==> config.mk <==
export PLATFORM = sky130hd
export DESIGN_NAME = wb_stage_flat
export DESIGN_NICKNAME = d
export VERILOG_FILES = /design/src/rtl/wb_stage_pkg.sv /design/src/rtl/wb_stage_if.sv /design/src/rtl/wb_regfile.sv /design/src/rtl/wb_stage.sv /design/src/flat_wrapper.sv
export SDC_FILE = /design/constraint.sdc
export NUM_CORES = 1
export LEC_CHECK = 0
export BUFFER_PORTS_ARGS = -buffer_cell sky130_fd_sc_hd__buf_2
export CAP_MARGIN = 25
export CORE_ASPECT_RATIO = 1.25
export CORE_UTILIZATION = 40
export CTS_CLUSTER_DIAMETER = 100
export DETAILED_ROUTE_END_ITERATION = 12
export SETUP_SLACK_MARGIN = 0.02
export SYNTH_ARGS = -nofsm -noshare
export SYNTH_HDL_FRONTEND = slang
export SYNTH_SLANG_ARGS = --single-unit
==> constraint.sdc <==
create_clock -name clk -period 5.1 [get_ports clk]
set_input_delay 0.255 -clock clk [delete_from_list [all_inputs] [get_ports clk]]
set_output_delay 0.255 -clock clk [all_outputs]
set_load 0.01 [all_outputs]
==> src/rtl/wb_stage_pkg.sv <==
// Shared constants, state encoding and result-select helper for the write-back stage.
// Imported by the interface, the register file and the top level.
package wb_stage_pkg;

    localparam int XLEN   = 32;
    localparam int NREGS  = 16;
    localparam int RW     = $clog2(NREGS);
    localparam int RA_IDX = 15;

    typedef enum logic {
        EMPTY = 1'b0,
        FULL  = 1'b1
    } wb_state_e;

    // A load takes precedence over a call when both flags are set.
    function automatic logic [XLEN-1:0] selResult(
        input logic            isLd,
        input logic            isCall,
        input logic [XLEN-1:0] pc,
        input logic [XLEN-1:0] aluResult,
        input logic [XLEN-1:0] ldResult
    );
        if (isLd)
            return ldResult;
        else if (isCall)
            return pc + XLEN'(4);
        else
            return aluResult;
    endfunction

endpackage

==> src/rtl/wb_stage_if.sv <==
// Memory-access to write-back handoff bundle.
// The MA side drives the instruction fields; the WB side drives in_ready.
interface wb_stage_if;
    import wb_stage_pkg::*;

    logic            in_valid;
    logic            in_ready;
    logic            isLd;
    logic            isCall;
    logic            isWb;
    logic [XLEN-1:0] pc;
    logic [XLEN-1:0] aluResult;
    logic [XLEN-1:0] ldResult;
    logic [RW-1:0]   rd;

    modport master (
        output in_valid, isLd, isCall, isWb, pc, aluResult, ldResult, rd,
        input  in_ready
    );

    modport slave (
        input  in_valid, isLd, isCall, isWb, pc, aluResult, ldResult, rd,
        output in_ready
    );

endinterface

==> src/rtl/wb_regfile.sv <==
// Architectural register file: one write port, two combinational read ports.
// A write in the current cycle is visible on the read ports in that same cycle.
module wb_regfile
    import wb_stage_pkg::*;
(
    input  logic            clk,
    input  logic            reset,
    input  logic            we,
    input  logic [RW-1:0]   waddr,
    input  logic [XLEN-1:0] wdata,
    input  logic [RW-1:0]   raddr1,
    input  logic [RW-1:0]   raddr2,
    output logic [XLEN-1:0] rdata1,
    output logic [XLEN-1:0] rdata2
);

    logic [XLEN-1:0] regs [NREGS];

    // Every register, r0 included, is an ordinary writable register.
    always_ff @(posedge clk or negedge reset) begin
        if (!reset) begin
            for (int i = 0; i < NREGS; i++)
                regs[i] <= '0;
        end else if (we) begin
            regs[waddr] <= wdata;
        end
    end

    always_comb begin
        rdata1 = regs[raddr1];
        rdata2 = regs[raddr2];
        if (we && (waddr == raddr1))
            rdata1 = wdata;
        if (we && (waddr == raddr2))
            rdata2 = wdata;
    end

endmodule

==> src/rtl/wb_stage.sv <==
// Write-back stage: one-entry MA/WB latch, result select, register-file commit
// with decode bypass, forwarding hint and retired-instruction counter.
module wb_stage
    import wb_stage_pkg::*;
(
    input  logic             clk,
    input  logic             reset,
    wb_stage_if.slave        bus,
    input  logic             hold,
    input  logic             flush,
    input  logic [RW-1:0]    rs1_addr,
    input  logic [RW-1:0]    rs2_addr,
    output logic [XLEN-1:0]  rs1_data,
    output logic [XLEN-1:0]  rs2_data,
    output logic             fwd_valid,
    output logic [RW-1:0]    fwd_rd,
    output logic [XLEN-1:0]  fwd_data,
    output logic [31:0]      retired_count
);

    wb_state_e       state;
    wb_state_e       nextState;
    logic            doCapture;
    logic            doCommit;
    logic            inReady;
    logic [XLEN-1:0] resultQ;
    logic [RW-1:0]   destQ;
    logic            wbQ;
    logic [31:0]     retiredQ;

    always_ff @(posedge clk or negedge reset) begin
        if (!reset)
            state <= EMPTY;
        else
            state <= nextState;
    end

    // Flush outranks everything; a simultaneous commit and capture keeps the latch full.
    always_comb begin
        nextState = state;
        inReady   = 1'b0;
        doCommit  = 1'b0;
        doCapture = 1'b0;
        if (!flush) begin
            inReady   = (state == EMPTY) || !hold;
            doCommit  = (state == FULL) && !hold;
            doCapture = bus.in_valid && inReady;
        end
        if (flush)
            nextState = EMPTY;
        else if (doCapture)
            nextState = FULL;
        else if (doCommit)
            nextState = EMPTY;
    end

    assign bus.in_ready = inReady;

    always_ff @(posedge clk or negedge reset) begin
        if (!reset) begin
            resultQ <= '0;
            destQ   <= '0;
            wbQ     <= 1'b0;
        end else if (doCapture) begin
            resultQ <= selResult(bus.isLd, bus.isCall, bus.pc, bus.aluResult, bus.ldResult);
            destQ   <= bus.isCall ? RW'(RA_IDX) : bus.rd;
            wbQ     <= bus.isWb;
        end
    end

    // Retirement counts every commit, including instructions that write no register.
    always_ff @(posedge clk or negedge reset) begin
        if (!reset)
            retiredQ <= '0;
        else if (doCommit)
            retiredQ <= retiredQ + 32'd1;
    end

    assign retired_count = retiredQ;

    wb_regfile u_regfile (
        .clk    (clk),
        .reset  (reset),
        .we     (doCommit && wbQ),
        .waddr  (destQ),
        .wdata  (resultQ),
        .raddr1 (rs1_addr),
        .raddr2 (rs2_addr),
        .rdata1 (rs1_data),
        .rdata2 (rs2_data)
    );

    assign fwd_valid = (state == FULL) && wbQ;
    assign fwd_rd    = (state == FULL) ? destQ   : '0;
    assign fwd_data  = (state == FULL) ? resultQ : '0;

endmodule

==> src/flat_wrapper.sv <==
// flat-port wrapper written by rule: the top's interface ports become plain ports
module wb_stage_flat import wb_stage_pkg::*;
  (clk, reset, hold, flush, rs1_addr, rs2_addr, rs1_data, rs2_data, fwd_valid, fwd_rd, fwd_data, retired_count, bus_in_valid, bus_isLd, bus_isCall, bus_isWb, bus_pc, bus_aluResult, bus_ldResult, bus_rd, bus_in_ready);
  wb_stage_if bus_i ();
  input  logic clk;
  input  logic reset;
  input  logic hold;
  input  logic flush;
  input  logic [RW-1:0] rs1_addr;
  input  logic [RW-1:0] rs2_addr;
  output logic [XLEN-1:0] rs1_data;
  output logic [XLEN-1:0] rs2_data;
  output logic fwd_valid;
  output logic [RW-1:0] fwd_rd;
  output logic [XLEN-1:0] fwd_data;
  output logic [31:0] retired_count;
  input wire logic [$bits(bus_i.in_valid)-1:0] bus_in_valid;
  input wire logic [$bits(bus_i.isLd)-1:0] bus_isLd;
  input wire logic [$bits(bus_i.isCall)-1:0] bus_isCall;
  input wire logic [$bits(bus_i.isWb)-1:0] bus_isWb;
  input wire logic [$bits(bus_i.pc)-1:0] bus_pc;
  input wire logic [$bits(bus_i.aluResult)-1:0] bus_aluResult;
  input wire logic [$bits(bus_i.ldResult)-1:0] bus_ldResult;
  input wire logic [$bits(bus_i.rd)-1:0] bus_rd;
  output wire logic [$bits(bus_i.in_ready)-1:0] bus_in_ready;
  assign bus_i.in_valid = bus_in_valid;
  assign bus_i.isLd = bus_isLd;
  assign bus_i.isCall = bus_isCall;
  assign bus_i.isWb = bus_isWb;
  assign bus_i.pc = bus_pc;
  assign bus_i.aluResult = bus_aluResult;
  assign bus_i.ldResult = bus_ldResult;
  assign bus_i.rd = bus_rd;
  assign bus_in_ready = bus_i.in_ready;
  wb_stage u_core (.clk(clk), .reset(reset), .bus(bus_i), .hold(hold), .flush(flush), .rs1_addr(rs1_addr), .rs2_addr(rs2_addr), .rs1_data(rs1_data), .rs2_data(rs2_data), .fwd_valid(fwd_valid), .fwd_rd(fwd_rd), .fwd_data(fwd_data), .retired_count(retired_count));
endmodule
==> results.rst, run 1 <==
.. list-table::
   :header-rows: 1

   * - Metric
     - Value
   * - Summed negative setup slack over all endpoints
     - 0 ps
   * - Worst IR Drop VDD
     - 0.230 mV
   * - Origin of the critical flop-to-flop path
     - u_core.wbQ$_DFFE_PN0P_
   * - Largest fanout of any net on the critical path
     - 19
   * - DPL Wire Length
     - 63100 um
   * - Post-synthesis share of cell area spent on full adders, half adders and majority gates
     - 0.000783
   * - Data arrival time of the critical path
     - 3680 ps
   * - Number of search-and-repair iterations in the first detailed-routing pass
     - 5
   * - DRC viols
     - 0
   * - Post-synthesis simple-gate area fraction
     - 0.0398
   * - Gate count after technology mapping
     - 2119
   * - Combinational family with the most area after synthesis
     - multiplexers
   * - Distinct cell type count after synthesis
     - 43
   * - TritonCTS Sinks
     - 582
   * - Hold Path Class
     - input port to flip-flop
   * - Fin crit share
     - 0.623
   * - Routed vias/inst
     - 6.08
   * - Global-route wire length before repair
     - 148000 um
   * - Endpoint of the worst register-to-register path
     - u_core.u_regfile.regs[260]$_DFFE_PN0P_
   * - Areal power density over the cells
     - 317 nW/um^2
   * - Cell count of the worst reg-to-reg path
     - 6
   * - Final critical path time including I/O delays and setup
     - 3180 ps
   * - Vertical die dimension
     - ~320 um
   * - Average detailed-routed wire length per instance
     - 28.8 um
   * - Total I/O pin count
     - 250
   * - Clk_skew
     - 35.0 ps
   * - Setup Crit Path Kind
     - input port to flip-flop
   * - Net count after synthesis
     - 2237
   * - Number of flip-flops and latches in the synthesized netlist
     - 582
   * - Fraction of layout cells with a size suffix above 1
     - 0.548
   * - Count of buffers inserted at the top-level ports
     - 249
   * - Netlist area before placement
     - 32000 sq um
   * - Mean post-synth cell area
     - roughly 15 sq um
   * - Count of yosys warnings during synthesis
     - 0
   * - Maximum number of buffers from clock root to sink
     - 3
   * - Min setup slack post-route
     - 1920 ps
   * - Number of nets in the finished design
     - 2430
   * - Most instantiated cells after synthesis
     - 582 x sky130_fd_sc_hd__dfrtp_1, 572 x sky130_fd_sc_hd__mux2_2, 291 x sky130_fd_sc_hd__mux4_2, 130 x sky130_fd_sc_hd__clkbuf_1, 61 x sky130_fd_sc_hd__nand2_1
   * - Worst endpoint required time
     - 5600 ps
   * - Skew-Pair Late Insertion Delay
     - 650 ps
   * - Initial detailed-routing violation count
     - 1516
   * - Reg clk slew, reported paths
     - around 60 ps
   * - Outcome
     - finished clean
   * - Slowest Stage Delay on Critical Path
     - ~900 ps
   * - Top post-synthesis cells by area
     - sky130_fd_sc_hd__dfrtp_1 46%, sky130_fd_sc_hd__mux4_2 21%, sky130_fd_sc_hd__mux2_2 20%
   * - Fraction of the core area covered by cells at the end of the flow
     - 0.464
   * - RD Place Congestion
     - 0.828
   * - Number of max-cap violations
     - 0
   * - Setup violation total in the final timing report
     - 0
   * - Synth-to-Final Area Change
     - 14.6%
   * - Fill cell count
     - about 7000
   * - Depth of the CTS H-tree
     - 2
   * - Unrepaired setup endpoints after global routing
     - false
   * - Standard cell with the maximum stage delay on the critical path
     - sky130_fd_sc_hd__nor2b_4
   * - Routed WL
     - approximately 99000 um
   * - Depth of the worst hold-timing path
     - 3
   * - Cts bufs inserted
     - 61
   * - Non-filler instance count after layout
     - 3418
   * - Post-synthesis mux area share
     - 0.434
   * - Worst Max-Slew Pin Slew
     - about 1100 ps
   * - Largest net degree at the start of global routing
     - about 140
   * - DR vias
     - 20800
   * - Fraction of the mapped netlist area in compound gates
     - 0.0175
   * - Die Width
     - 255 um
   * - Count of antenna-violating nets left after detailed routing
     - 0
   * - Hold path startpoint
     - bus_aluResult[15]
   * - Worst R2R Setup Slack
     - slightly below 2000 ps
   * - Category of cells accounting for the largest share of critical-path delay
     - simple AND/OR/NAND/NOR gates
   * - Top cell type's share of synthesized area
     - 0.456
   * - Via count of the first global-routing pass
     - around 22000
   * - Critical path, cell by cell
     - dlygate4sd3_1 > buf_2 > and4bb_2 > nor2b_1 > and2_1 > nor2b_4 > buf_4 > mux2_2
   * - Final hold vios
     - 0
   * - Most common cell in the netlist
     - sky130_fd_sc_hd__dfrtp_1
   * - Xor and xnor area share after synthesis
     - 0.0173
   * - Sequential fraction of the synthesis area
     - 0.456
   * - Instance count after placement with tap cells included
     - around 3200
   * - Sum of buffers and inverters on the critical path
     - 3
   * - Core region area
     - 78900 sq um
   * - Number of flops mapped to enable cells by yosys
     - 0
   * - Post-route worst hold slack
     - 27.9 ps
   * - Leakage dissipation
     - 0.0173 uW
   * - Headroom to the max-slew limit
     - 0.272
   * - CTS tree
     - done
   * - Critical path capture point type
     - flip-flop
   * - Worst Hold Endpoint
     - u_core.resultQ[15]$_DFFE_PN0P_
   * - Initial standard-cell utilization of the core
     - 0.405
   * - Final Max Slew Viols
     - 0
   * - Row cnt
     - ~120
   * - Die area
     - 81000 sq um
   * - Share of synthesized flip-flops with an asynchronous set or reset
     - 1.00
   * - Top flip-flop cell by instance count after synthesis
     - sky130_fd_sc_hd__dfrtp_1
   * - CP Launch Type
     - input port
   * - Antenna violations before repair
     - 3
   * - Fmax
     - 315 MHz
   * - Total overflow reported by the global router
     - 0
   * - Overall track demand over capacity in global routing
     - 0.248
   * - Cell at the root of the clock tree
     - sky130_fd_sc_hd__clkbuf_16
   * - Pre-CTS setup slack
     - ~1900 ps
   * - Largest area contributor in the netlist
     - sky130_fd_sc_hd__dfrtp_1
-- registers in the layout (all words and copies together) (netlist names) --
name,cells
u_core.u_regfile.regs,512
u_core.resultQ,32
u_core.retired_count,32
u_core.destQ,4
u_core.state,1
u_core.wbQ,1
-- logic make-up (layout without fill, tap and decap cells) --
group                    count (synthesis)  after routing
AO/OA/AOI/OAI                           84             84
adder cells (fa/ha/maj)                  2              2
flip-flops                             582            582
multiplexers                           902            902
other                                    0              2
AND/OR/NAND/NOR                        248            248
buffers and inverters                  238            482
XOR/XNOR                                63             63
-- power breakdown --
| part | leakage, uW | switching, uW | internal, uW |
|---|---|---|---|
| clock | 0.000984 | 1920 | 2490 |
| sequential | 0.00797 | 528 | 5000 |
| combinational | 0.00830 | 742 | 922 |
| total | 0.0173 | 3190 | 8410 |
-- stage by stage --
stage	area (sq um)	total power (uW)
2_1_floorplan	32000	6530
3_3_place_gp	34000	7140
3_5_place_dp	34100	7220
4_1_cts	36600	11700
5_1_grt	36600	12100
6_report	36600	11600
-- cells in the final DEF, fill, tap and decap left out, types with 20 or more instances in the layout --
master / synthesis / final
sky130_fd_sc_hd__nand3_1: 21 / 20
sky130_fd_sc_hd__and2_1: 41 / 40
sky130_fd_sc_hd__dfrtp_1: 582 / 581
sky130_fd_sc_hd__buf_4: 2 / 48
sky130_fd_sc_hd__and3_1: 21 / 21
sky130_fd_sc_hd__clkbuf_16: 0 / 61
sky130_fd_sc_hd__mux2_2: 572 / 572
sky130_fd_sc_hd__dlygate4sd3_1: 0 / 54
sky130_fd_sc_hd__buf_2: 52 / 244
sky130_fd_sc_hd__o21ai_0: 20 / 20
sky130_fd_sc_hd__mux4_2: 291 / 291
sky130_fd_sc_hd__nand2_1: 61 / 51
sky130_fd_sc_hd__mux4_1: 29 / 29
sky130_fd_sc_hd__nor2_1: 52 / 51
sky130_fd_sc_hd__clkbuf_8: 0 / 22
sky130_fd_sc_hd__xor2_1: 25 / 25
sky130_fd_sc_hd__xnor2_1: 38 / 38
-- worst register-to-register path: cells and delay by family, from the launching register on --
| kind | cells | cell delay, ps |
|---|---|---|
| buf+inv | 1 | 480 |
| simple gates | 4 | 1780 |
| mux | 1 | 400 |
| flops | 1 | 370 |
-- how the worst max path moves through the flow --
stage	from	to	slack [ps]	cells after the start
2_1_floorplan	rs2_addr[1]	rs2_data[0]	2690	6
3_3_place_gp	rs2_addr[0]	rs2_data[18]	1940	6
3_5_place_dp	rs2_addr[0]	rs2_data[18]	1910	6
4_1_cts	rs2_addr[0]	rs2_data[18]	1910	6
5_1_grt	u_core.state$_DFFE_PN0P_	u_core.resultQ[26]$_DFFE_PN0P_	1790	6
6_report	flush	u_core.u_regfile.regs[260]$_DFFE_PN0P_	1920	8
-- routing by layer --
| layer | track usage | up-vias | part of all wire |
|---|---|---|---|
| met1 | 0.330 | 11300 | 0.41 |
| met2 | 0.400 | 762 | 0.49 |
| li1 | - | 8530 | - |
| met3 | 0.0536 | 192 | 0.067 |
| met5 | 0 | - | 0.00036 |
| met4 | 0.0814 | 6 | 0.033 |
-- cell type report --
cell class | instances | area (sq um) | share of cell area
multi-input combinational | 1299 | 16400 | 0.447
sequential | 582 | 14600 | 0.398
timing repair buffer | 358 | 2350 | 0.0642
clock buffer | 94 | 1850 | 0.0505
tap | 1053 | 1320 | 0.0360
clock inverter | 20 | 120 | 0.00328
inverter | 10 | 37.5 | 0.00102
antenna | 2 | 5.00 | 0.000137
-- timing repair --
| item | CTS | global route |
|---|---|---|
| endpoints found under the hold margin | 125 | 0 |
| hold buffers | 54 | 0 |
| buffers inserted | 0 | 0 |
| gates resized for setup | 0 | 0 |
(Power assumes the default switching activity.)
==> inputs of run 2 (changes only) <==
==> constraint.sdc (replaced) <==
create_clock -name clk -period 3.28 [get_ports clk]
set_input_delay 0.164 -clock clk [delete_from_list [all_inputs] [get_ports clk]]
set_output_delay 0.164 -clock clk [all_outputs]
set_load 0.01 [all_outputs]
==> results.rst, run 2 (same netlist as run 1, synthesis figures left out) <==
.. list-table::
   :header-rows: 1

   * - Metric
     - Value
   * - Outcome
     - finished clean (unchanged)
   * - Worst R2R Setup Slack
     - 220 ps (was 1930 ps)
   * - Areal power density over the cells
     - 500 nW/um^2 (was 317 nW/um^2)
   * - Slowest Stage Delay on Critical Path
     - 500 ps (was 910 ps)
   * - Net Switching
     - 5040 uW (was 3190 uW)
   * - DRC viols
     - 0 (unchanged)
   * - DPL Wire Length
     - 65100 um (was 63100 um)
   * - Number of buffers inserted to repair setup after CTS
     - 0 (unchanged)
   * - Setup Crit Path Kind
     - flip-flop to output pin (was input port to flip-flop)
   * - Average detailed-routed wire length per instance
     - 29.1 um (was 28.8 um)
   * - Final critical path time including I/O delays and setup
     - 3120 ps
   * - Count of antenna-violating nets left after detailed routing
     - 0 (unchanged)
   * - Flip-flop count of the largest register, all copies and words added
     - 512 (unchanged)
   * - Cell at the root of the clock tree
     - sky130_fd_sc_hd__clkbuf_16 (unchanged)
   * - TritonCTS Sinks
     - 582 (unchanged)
   * - Hold Path Class
     - input port to flip-flop (unchanged)
   * - Core region area
     - 78900 sq um (unchanged)
   * - Antenna violations before repair
     - 5 (was 3)
   * - Overall track demand over capacity in global routing
     - 0.254 (was 0.248)
   * - Fmax
     - approximately 320 MHz
   * - CP Launch Type
     - flip-flop (was input port)
   * - Highest-count cells in the layout ignoring fill and taps
     - 581 x sky130_fd_sc_hd__dfrtp_1, 572 x sky130_fd_sc_hd__mux2_2, 291 x sky130_fd_sc_hd__mux4_2 (unchanged)
   * - Fin crit share
     - 0.950
   * - Headroom to the max-slew limit
     - 0.287 (was 0.272)
   * - Most common library cell in the layout ignoring fill and taps
     - sky130_fd_sc_hd__dfrtp_1 (unchanged)
   * - Via count of the first global-routing pass
     - 22400 (was 21900)
   * - Worst Max-Slew Pin Slew
     - 1070 ps (was 1090 ps)
   * - Endpoint of the worst register-to-register path
     - u_core.resultQ[31]$_DFFE_PN0P_ (was u_core.u_regfile.regs[260]$_DFFE_PN0P_)
   * - Part of the total power dissipated in the clock network
     - 0.399 (was 0.380)
   * - Final Max Slew Viols
     - 0 (unchanged)
   * - Routed vias/inst
     - 6.05 (was 6.08)
   * - Fraction of layout cells with a size suffix above 1
     - 0.549 (was 0.548)
   * - Largest register by flop count
     - u_core.u_regfile.regs (unchanged)
   * - Initial detailed-routing violation count
     - 1622 (was 1516)
   * - RD Place Congestion
     - 0.852 (was 0.828)
   * - Global-route wire length before repair
     - 151000 um (was 148000 um)
   * - Share of total power in combinational logic
     - 0.140 (was 0.143)
   * - Cts bufs inserted
     - 61 (unchanged)
   * - Worst IR Drop VDD
     - 0.331 mV (was 0.230 mV)
   * - Synth-to-Final Area Change
     - 17.2% (was 14.6%)
   * - Largest net degree at the start of global routing
     - 141 (was 138)
   * - Depth of the CTS H-tree
     - 2 (unchanged)
   * - Skew-Pair Late Insertion Delay
     - 660 ps (was 650 ps)
   * - Die Width
     - 255 um (unchanged)
   * - Data arrival time of the critical path
     - 2950 ps (was 3680 ps)
   * - DR vias
     - 20900 (was 20800)
   * - Cell count of the worst reg-to-reg path
     - 6 (unchanged)
   * - Internal power
     - 13700 uW (was 8410 uW)
   * - Die area
     - 81000 sq um (unchanged)
   * - Total I/O pin count
     - 250 (unchanged)
   * - Reg clk slew, reported paths
     - 60 ps (about the same)
   * - Final hold vios
     - 0 (unchanged)
   * - Clk_skew
     - 24.9 ps (was 35.0 ps)
   * - Worst endpoint required time
     - 3120 ps (was 5600 ps)
   * - Number of max-cap violations
     - 0 (unchanged)
   * - Summed negative setup slack over all endpoints
     - 0 ps (unchanged)
   * - Unrepaired setup endpoints after global routing
     - false (unchanged)
   * - Standard cell with the maximum stage delay on the critical path
     - sky130_fd_sc_hd__dfrtp_1 (was sky130_fd_sc_hd__nor2b_4)
   * - Critical path, cell by cell
     - and4bb_2 > nand2_1 > nor4_2 > buf_12 > mux2_2 > buf_2 (was dlygate4sd3_1 > buf_2 > and4bb_2 > nor2b_1 > and2_1 > nor2b_4 > buf_4 > mux2_2)
   * - Setup violation total in the final timing report
     - 0 (unchanged)
   * - Origin of the critical flop-to-flop path
     - u_core.state$_DFFE_PN0P_ (was u_core.wbQ$_DFFE_PN0P_)
   * - Initial standard-cell utilization of the core
     - 0.405 (unchanged)
   * - Total overflow reported by the global router
     - 0 (unchanged)
   * - Leakage dissipation
     - 0.0176 uW (was 0.0173 uW)
   * - Row cnt
     - 115 (unchanged)
   * - Fill cell count
     - 6932 (was 6991)
   * - Routed WL
     - 101000 um (was 98600 um)
   * - Part of the power in registers
     - 0.461 (was 0.477)
   * - Largest fanout of any net on the critical path
     - 23 (was 19)
   * - CTS tree
     - done (unchanged)
   * - Number of nets in the finished design
     - 2475 (was 2430)
   * - Post-route worst hold slack
     - 23.4 ps (was 27.9 ps)
   * - Net switching fraction of the power
     - 0.269 (was 0.275)
   * - Capture point of the worst path
     - rs1_data[8] (was u_core.u_regfile.regs[260]$_DFFE_PN0P_)
   * - Critical path launch point
     - u_core.wbQ$_DFFE_PN0P_ (was flush)
   * - Count of buffers inserted at the top-level ports
     - 249 (unchanged)
   * - Maximum number of buffers from clock root to sink
     - 3 (unchanged)
   * - Vertical die dimension
     - 318 um (unchanged)
   * - Critical path capture point type
     - output pin (was flip-flop)
   * - Number of search-and-repair iterations in the first detailed-routing pass
     - 6 (was 5)
[run 2: metal layers]
metal | global-route usage | wire length [um] | vias up
met5 | 0 | 43 | -
met4 | 0.0878 | 3450 | 8
met3 | 0.0443 | 6010 | 195
met2 | 0.411 | 49600 | 747
met1 | 0.343 | 41800 | 11400
li1 | - | - | 8618
[run 2: layout make-up]
| type | instances | area, sq um | area share |
|---|---|---|---|
| Clock buffer | 88 | 1800 | 0.0480 |
| Sequential cell | 582 | 14600 | 0.389 |
| Multi-Input combinational cell | 1299 | 16400 | 0.437 |
| Antenna cell | 3 | 7.51 | 0.000201 |
| Timing Repair Buffer | 403 | 2980 | 0.0797 |
| Inverter | 10 | 37.5 | 0.00100 |
| Clock inverter | 25 | 372 | 0.00993 |
| Tap cell | 1053 | 1320 | 0.0352 |
[run 2: power by group through the flow]
stage,Combinational (uW),Sequential (uW),Clock [uW]
after global routing,2800,8730,7910
after detailed placement,2530,8740,0
after CTS,2630,8610,7630
after global placement,2470,8670,0
final,2610,8630,7480
after floorplan,1960,8190,0
[run 2: worst min path at each step]
stage                            startpoint                               endpoint  slack [ps]  cells after the start
final                     bus_aluResult[13]         u_core.resultQ[13]$_DFFE_PN0P_          20                      4
after global routing      bus_aluResult[13]         u_core.resultQ[13]$_DFFE_PN0P_          40                      4
after CTS                 bus_aluResult[13]         u_core.resultQ[13]$_DFFE_PN0P_        0.09                      4
after detailed placement              reset  u_core.u_regfile.regs[65]$_DFFE_PN0P_          90                      1
after global placement                reset  u_core.u_regfile.regs[65]$_DFFE_PN0P_          80                      1
after floorplan                       reset            u_core.destQ[0]$_DFFE_PN0P_        -130                      0
[run 2: repair_timing]
action	4_1_cts	5_1_grt
endpoints found under the hold margin	345	0
gates resized for setup	0	0
hold buffers	74	0
endpoints found under the setup margin	0	0
[run 2: worst max-delay path, delay by kind of cell (launching register included)]
kind	cells	cell delay (ps)
buffers and inverters	2	500
flip-flops	1	500
multiplexers	1	420
AND/OR/NAND/NOR	3	860
[run 2: per-stage QoR]
stage / worst slack (ps) / power [uW] / utilization / area, sq um / std cells
2_1_floorplan: 1050 / 10200 / - / 32000 / 2119
3_3_place_gp: 623 / 11100 / 0.438 / 34500 / 3273
3_5_place_dp: 633 / 11300 / 0.438 / 34500 / 3273
4_1_cts: 168 / 18900 / 0.475 / 37400 / 3460
5_1_grt: 76.4 / 19400 / 0.475 / 37400 / 3460
6_report: 165 / 18700 / 0.475 / 37400 / 3463
==> inputs of run 3 (changes only) <==
--- a/config.mk
+++ b/config.mk
@@ -7,10 +7,13 @@
 export LEC_CHECK = 0
 export BUFFER_PORTS_ARGS = -buffer_cell sky130_fd_sc_hd__buf_2
 export CAP_MARGIN = 25
+export CELL_PAD_IN_SITES_DETAIL_PLACEMENT = 0
+export CELL_PAD_IN_SITES_GLOBAL_PLACEMENT = 2
 export CORE_ASPECT_RATIO = 1.25
 export CORE_UTILIZATION = 40
 export CTS_CLUSTER_DIAMETER = 100
 export DETAILED_ROUTE_END_ITERATION = 12
+export PLACE_DENSITY_LB_ADDON = 0.1
 export SETUP_SLACK_MARGIN = 0.02
 export SYNTH_ARGS = -nofsm -noshare
 export SYNTH_HDL_FRONTEND = slang
==> results.rst, run 3 (same netlist as run 1, synthesis figures left out) <==
.. list-table::
   :header-rows: 1

   * - Metric
     - Value
   * - Most common library cell in the layout ignoring fill and taps
     - sky130_fd_sc_hd__dfrtp_1 (unchanged)
   * - Net switching fraction of the power
     - 0.270 (was 0.269)
   * - Number of search-and-repair iterations in the first detailed-routing pass
     - 5 (was 6)
   * - Cell count of the worst reg-to-reg path
     - 7 (was 6)
   * - Outcome
     - finished clean (unchanged)
   * - Overall track demand over capacity in global routing
     - 0.266 (was 0.254)
   * - Headroom to the max-slew limit
     - 0.362 (was 0.287)
   * - Depth of the worst hold-timing path
     - 3 (was 4)
   * - DR vias
     - 20600 (was 20900)
   * - Summed negative setup slack over all endpoints
     - 0 ps (unchanged)
   * - Antenna violations before repair
     - 8 (was 5)
   * - Setup violation total in the final timing report
     - 0 (unchanged)
   * - Flip-flop count of the largest register, all copies and words added
     - 512 (unchanged)
   * - Post-route standard cell area excluding fillers
     - 37600 sq um (was 37400 sq um)
   * - Data arrival time of the critical path
     - 2900 ps (was 2950 ps)
   * - Vertical die dimension
     - 318 um (unchanged)
   * - Hold Path Class
     - input port to flip-flop (unchanged)
   * - Number of nets in the finished design
     - 2484 (was 2475)
   * - Cell at the root of the clock tree
     - sky130_fd_sc_hd__clkbuf_16 (unchanged)
   * - Die Width
     - 255 um (unchanged)
   * - Number of buffers inserted to repair setup after CTS
     - 0 (unchanged)
   * - TritonCTS Sinks
     - 582 (unchanged)
   * - Average detailed-routed wire length per instance
     - 30.3 um (was 29.1 um)
   * - Routed vias/inst
     - 5.93 (was 6.05)
   * - Fill cell count
     - 6971 (was 6932)
   * - Highest-count cells in the layout ignoring fill and taps
     - 581 x sky130_fd_sc_hd__dfrtp_1, 572 x sky130_fd_sc_hd__mux2_2, 291 x sky130_fd_sc_hd__mux4_2 (unchanged)
   * - Net Switching
     - 5170 uW (was 5040 uW)
   * - Unrepaired setup endpoints after global routing
     - false (unchanged)
   * - Share of total power in combinational logic
     - 0.136 (was 0.140)
   * - Global-route wire length before repair
     - 156000 um (was 151000 um)
   * - Setup Crit Path Kind
     - flip-flop to output pin (unchanged)
   * - Worst IR Drop VDD
     - 0.365 mV (was 0.331 mV)
   * - Routed WL
     - 105000 um (was 101000 um)
   * - Total I/O pin count
     - 250 (unchanged)
   * - Cts bufs inserted
     - 68 (was 61)
   * - Clk_skew
     - 27.1 ps (was 24.9 ps)
   * - Final critical path time including I/O delays and setup
     - 3070 ps (was 3120 ps)
   * - Maximum number of buffers from clock root to sink
     - 3 (unchanged)
   * - CTS tree
     - done (unchanged)
   * - Final hold vios
     - 0 (unchanged)
   * - Row cnt
     - 115 (unchanged)
   * - Initial standard-cell utilization of the core
     - 0.405 (unchanged)
   * - Largest fanout of any net on the critical path
     - 19 (was 23)
   * - CP Launch Type
     - flip-flop (unchanged)
   * - Leakage dissipation
     - 0.0177 uW (was 0.0176 uW)
   * - Count of buffers inserted at the top-level ports
     - 249 (unchanged)
   * - Final Max Slew Viols
     - 0 (unchanged)
   * - Cell Area, Placed
     - 34600 sq um (was 34500 sq um)
   * - Critical path capture point type
     - output pin (unchanged)
   * - Worst endpoint required time
     - 3120 ps (about the same)
   * - Synth-to-Final Area Change
     - 17.5% (was 17.2%)
   * - Areal power density over the cells
     - 510 nW/um^2 (was 500 nW/um^2)
   * - Worst Max-Slew Pin Slew
     - 956 ps (was 1070 ps)
   * - Fmax
     - 326 MHz (was 321 MHz)
   * - Depth of the CTS H-tree
     - 3 (was 2)
   * - Via count of the first global-routing pass
     - 22400 (about the same)
   * - Part of the power in registers
     - 0.450 (was 0.461)
   * - Skew-Pair Late Insertion Delay
     - 640 ps (was 660 ps)
   * - Largest register by flop count
     - u_core.u_regfile.regs (unchanged)
   * - DRC viols
     - 0 (unchanged)
   * - Count of antenna-violating nets left after detailed routing
     - 0 (unchanged)
   * - Die area
     - 81000 sq um (unchanged)
   * - Internal power
     - 14000 uW (was 13700 uW)
   * - Largest net degree at the start of global routing
     - 72 (was 141)
   * - Total overflow reported by the global router
     - 0 (unchanged)
   * - Number of max-cap violations
     - 0 (unchanged)
   * - Part of the total power dissipated in the clock network
     - 0.414 (was 0.399)
   * - Fraction of layout cells with a size suffix above 1
     - 0.554 (was 0.549)
   * - Reg clk slew, reported paths
     - 60 ps (about the same)
   * - Initial detailed-routing violation count
     - 1153 (was 1622)
   * - RD Place Congestion
     - 0.787 (was 0.852)
   * - Fin crit share
     - 0.936 (was 0.950)
   * - Number of inserted diodes
     - 0 (was 3)
   * - Core region area
     - 78900 sq um (unchanged)
   * - DPL Wire Length
     - 68600 um (was 65100 um)
## run 3: changes by cell type in the layout (fill, tap and decap cells not counted), sizes merged
cell	delta
inv	+2
clkbuf	+1
dlygate4sd3	-9
buf	+11
clkinv	+4
diode	-3
clkinvlp	-1
## run 3: critical path: stages, from the launching register on
cell and delay (ps):
sky130_fd_sc_hd__dfrtp_1 590, sky130_fd_sc_hd__xor2_1 260, sky130_fd_sc_hd__nor4_2 550, sky130_fd_sc_hd__buf_12 300
sky130_fd_sc_hd__mux2_2 420, sky130_fd_sc_hd__buf_2 160
## run 3: path summary, 6_finish.rpt
kind | end | start | slack, ps
min in group asynchronous | u_core.u_regfile.regs[93]$_DFFE_PN0P_ | reset | 100
setup / recovery | rs2_data[20] | u_core.destQ[2]$_DFFE_PN0P_ | 210
max in group asynchronous | u_core.u_regfile.regs[151]$_DFFE_PN0P_ | reset | 2020
setup reg to reg | u_core.resultQ[25]$_DFFE_PN0P_ | u_core.state$_DFFE_PN0P_ | 320
hold reg to reg | u_core.retired_count[8]$_DFFE_PN0N_ | u_core.retired_count[8]$_DFFE_PN0N_ | 480
hold / removal | u_core.resultQ[28]$_DFFE_PN0P_ | bus_pc[28] | 10
## run 3: final cells by class
cell class	count	area, sq um	share of cell area
clock buffers	89	1900	0.0507
clock inverters	30	394	0.0105
inverters	10	37.5	0.000999
multi-input cells	1299	16400	0.436
flip-flops and latches	582	14600	0.388
well taps	1053	1320	0.0351
repair buffers	405	2980	0.0792
## run 3: per-stage QoR
step	setup WS, ps	hold slack [ps]	total power, uW	utilization	cells
6_report	211	14.7	19200	0.476	3468
2_1_floorplan	1050	-132	10200	-	2119
3_3_place_gp	711	219	11200	0.439	3284
5_1_grt	81.4	32.2	19900	0.476	3468
3_5_place_dp	709	212	11300	0.439	3284
4_1_cts	152	0.309	19400	0.476	3468
## run 3: repair_timing
item                       4_1_cts  5_1_grt
hold endpoints to repair        99        0
resized for setup                0        1
hold buffers                    65        0
setup endpoints to repair        0        4
## run 3: power groups by stage
stage / registers [uW] / clock network [uW] / logic, uW
after floorplan: 8190 / 0 / 1960
after global placement: 8680 / 0 / 2530
after detailed placement: 8740 / 0 / 2560
after CTS: 8610 / 8140 / 2650
after global routing: 8730 / 8410 / 2810
final: 8620 / 7930 / 2610
## run 3: per-layer routing
layer  vias to the layer above  routed length, um  global-route usage
met2                       638              53100               0.448
met4                         4               3530              0.0963
met5                         -                 23                   0
li1                       8642                  -                   -
met3                       180               5780              0.0554
met1                     11100              42800               0.337
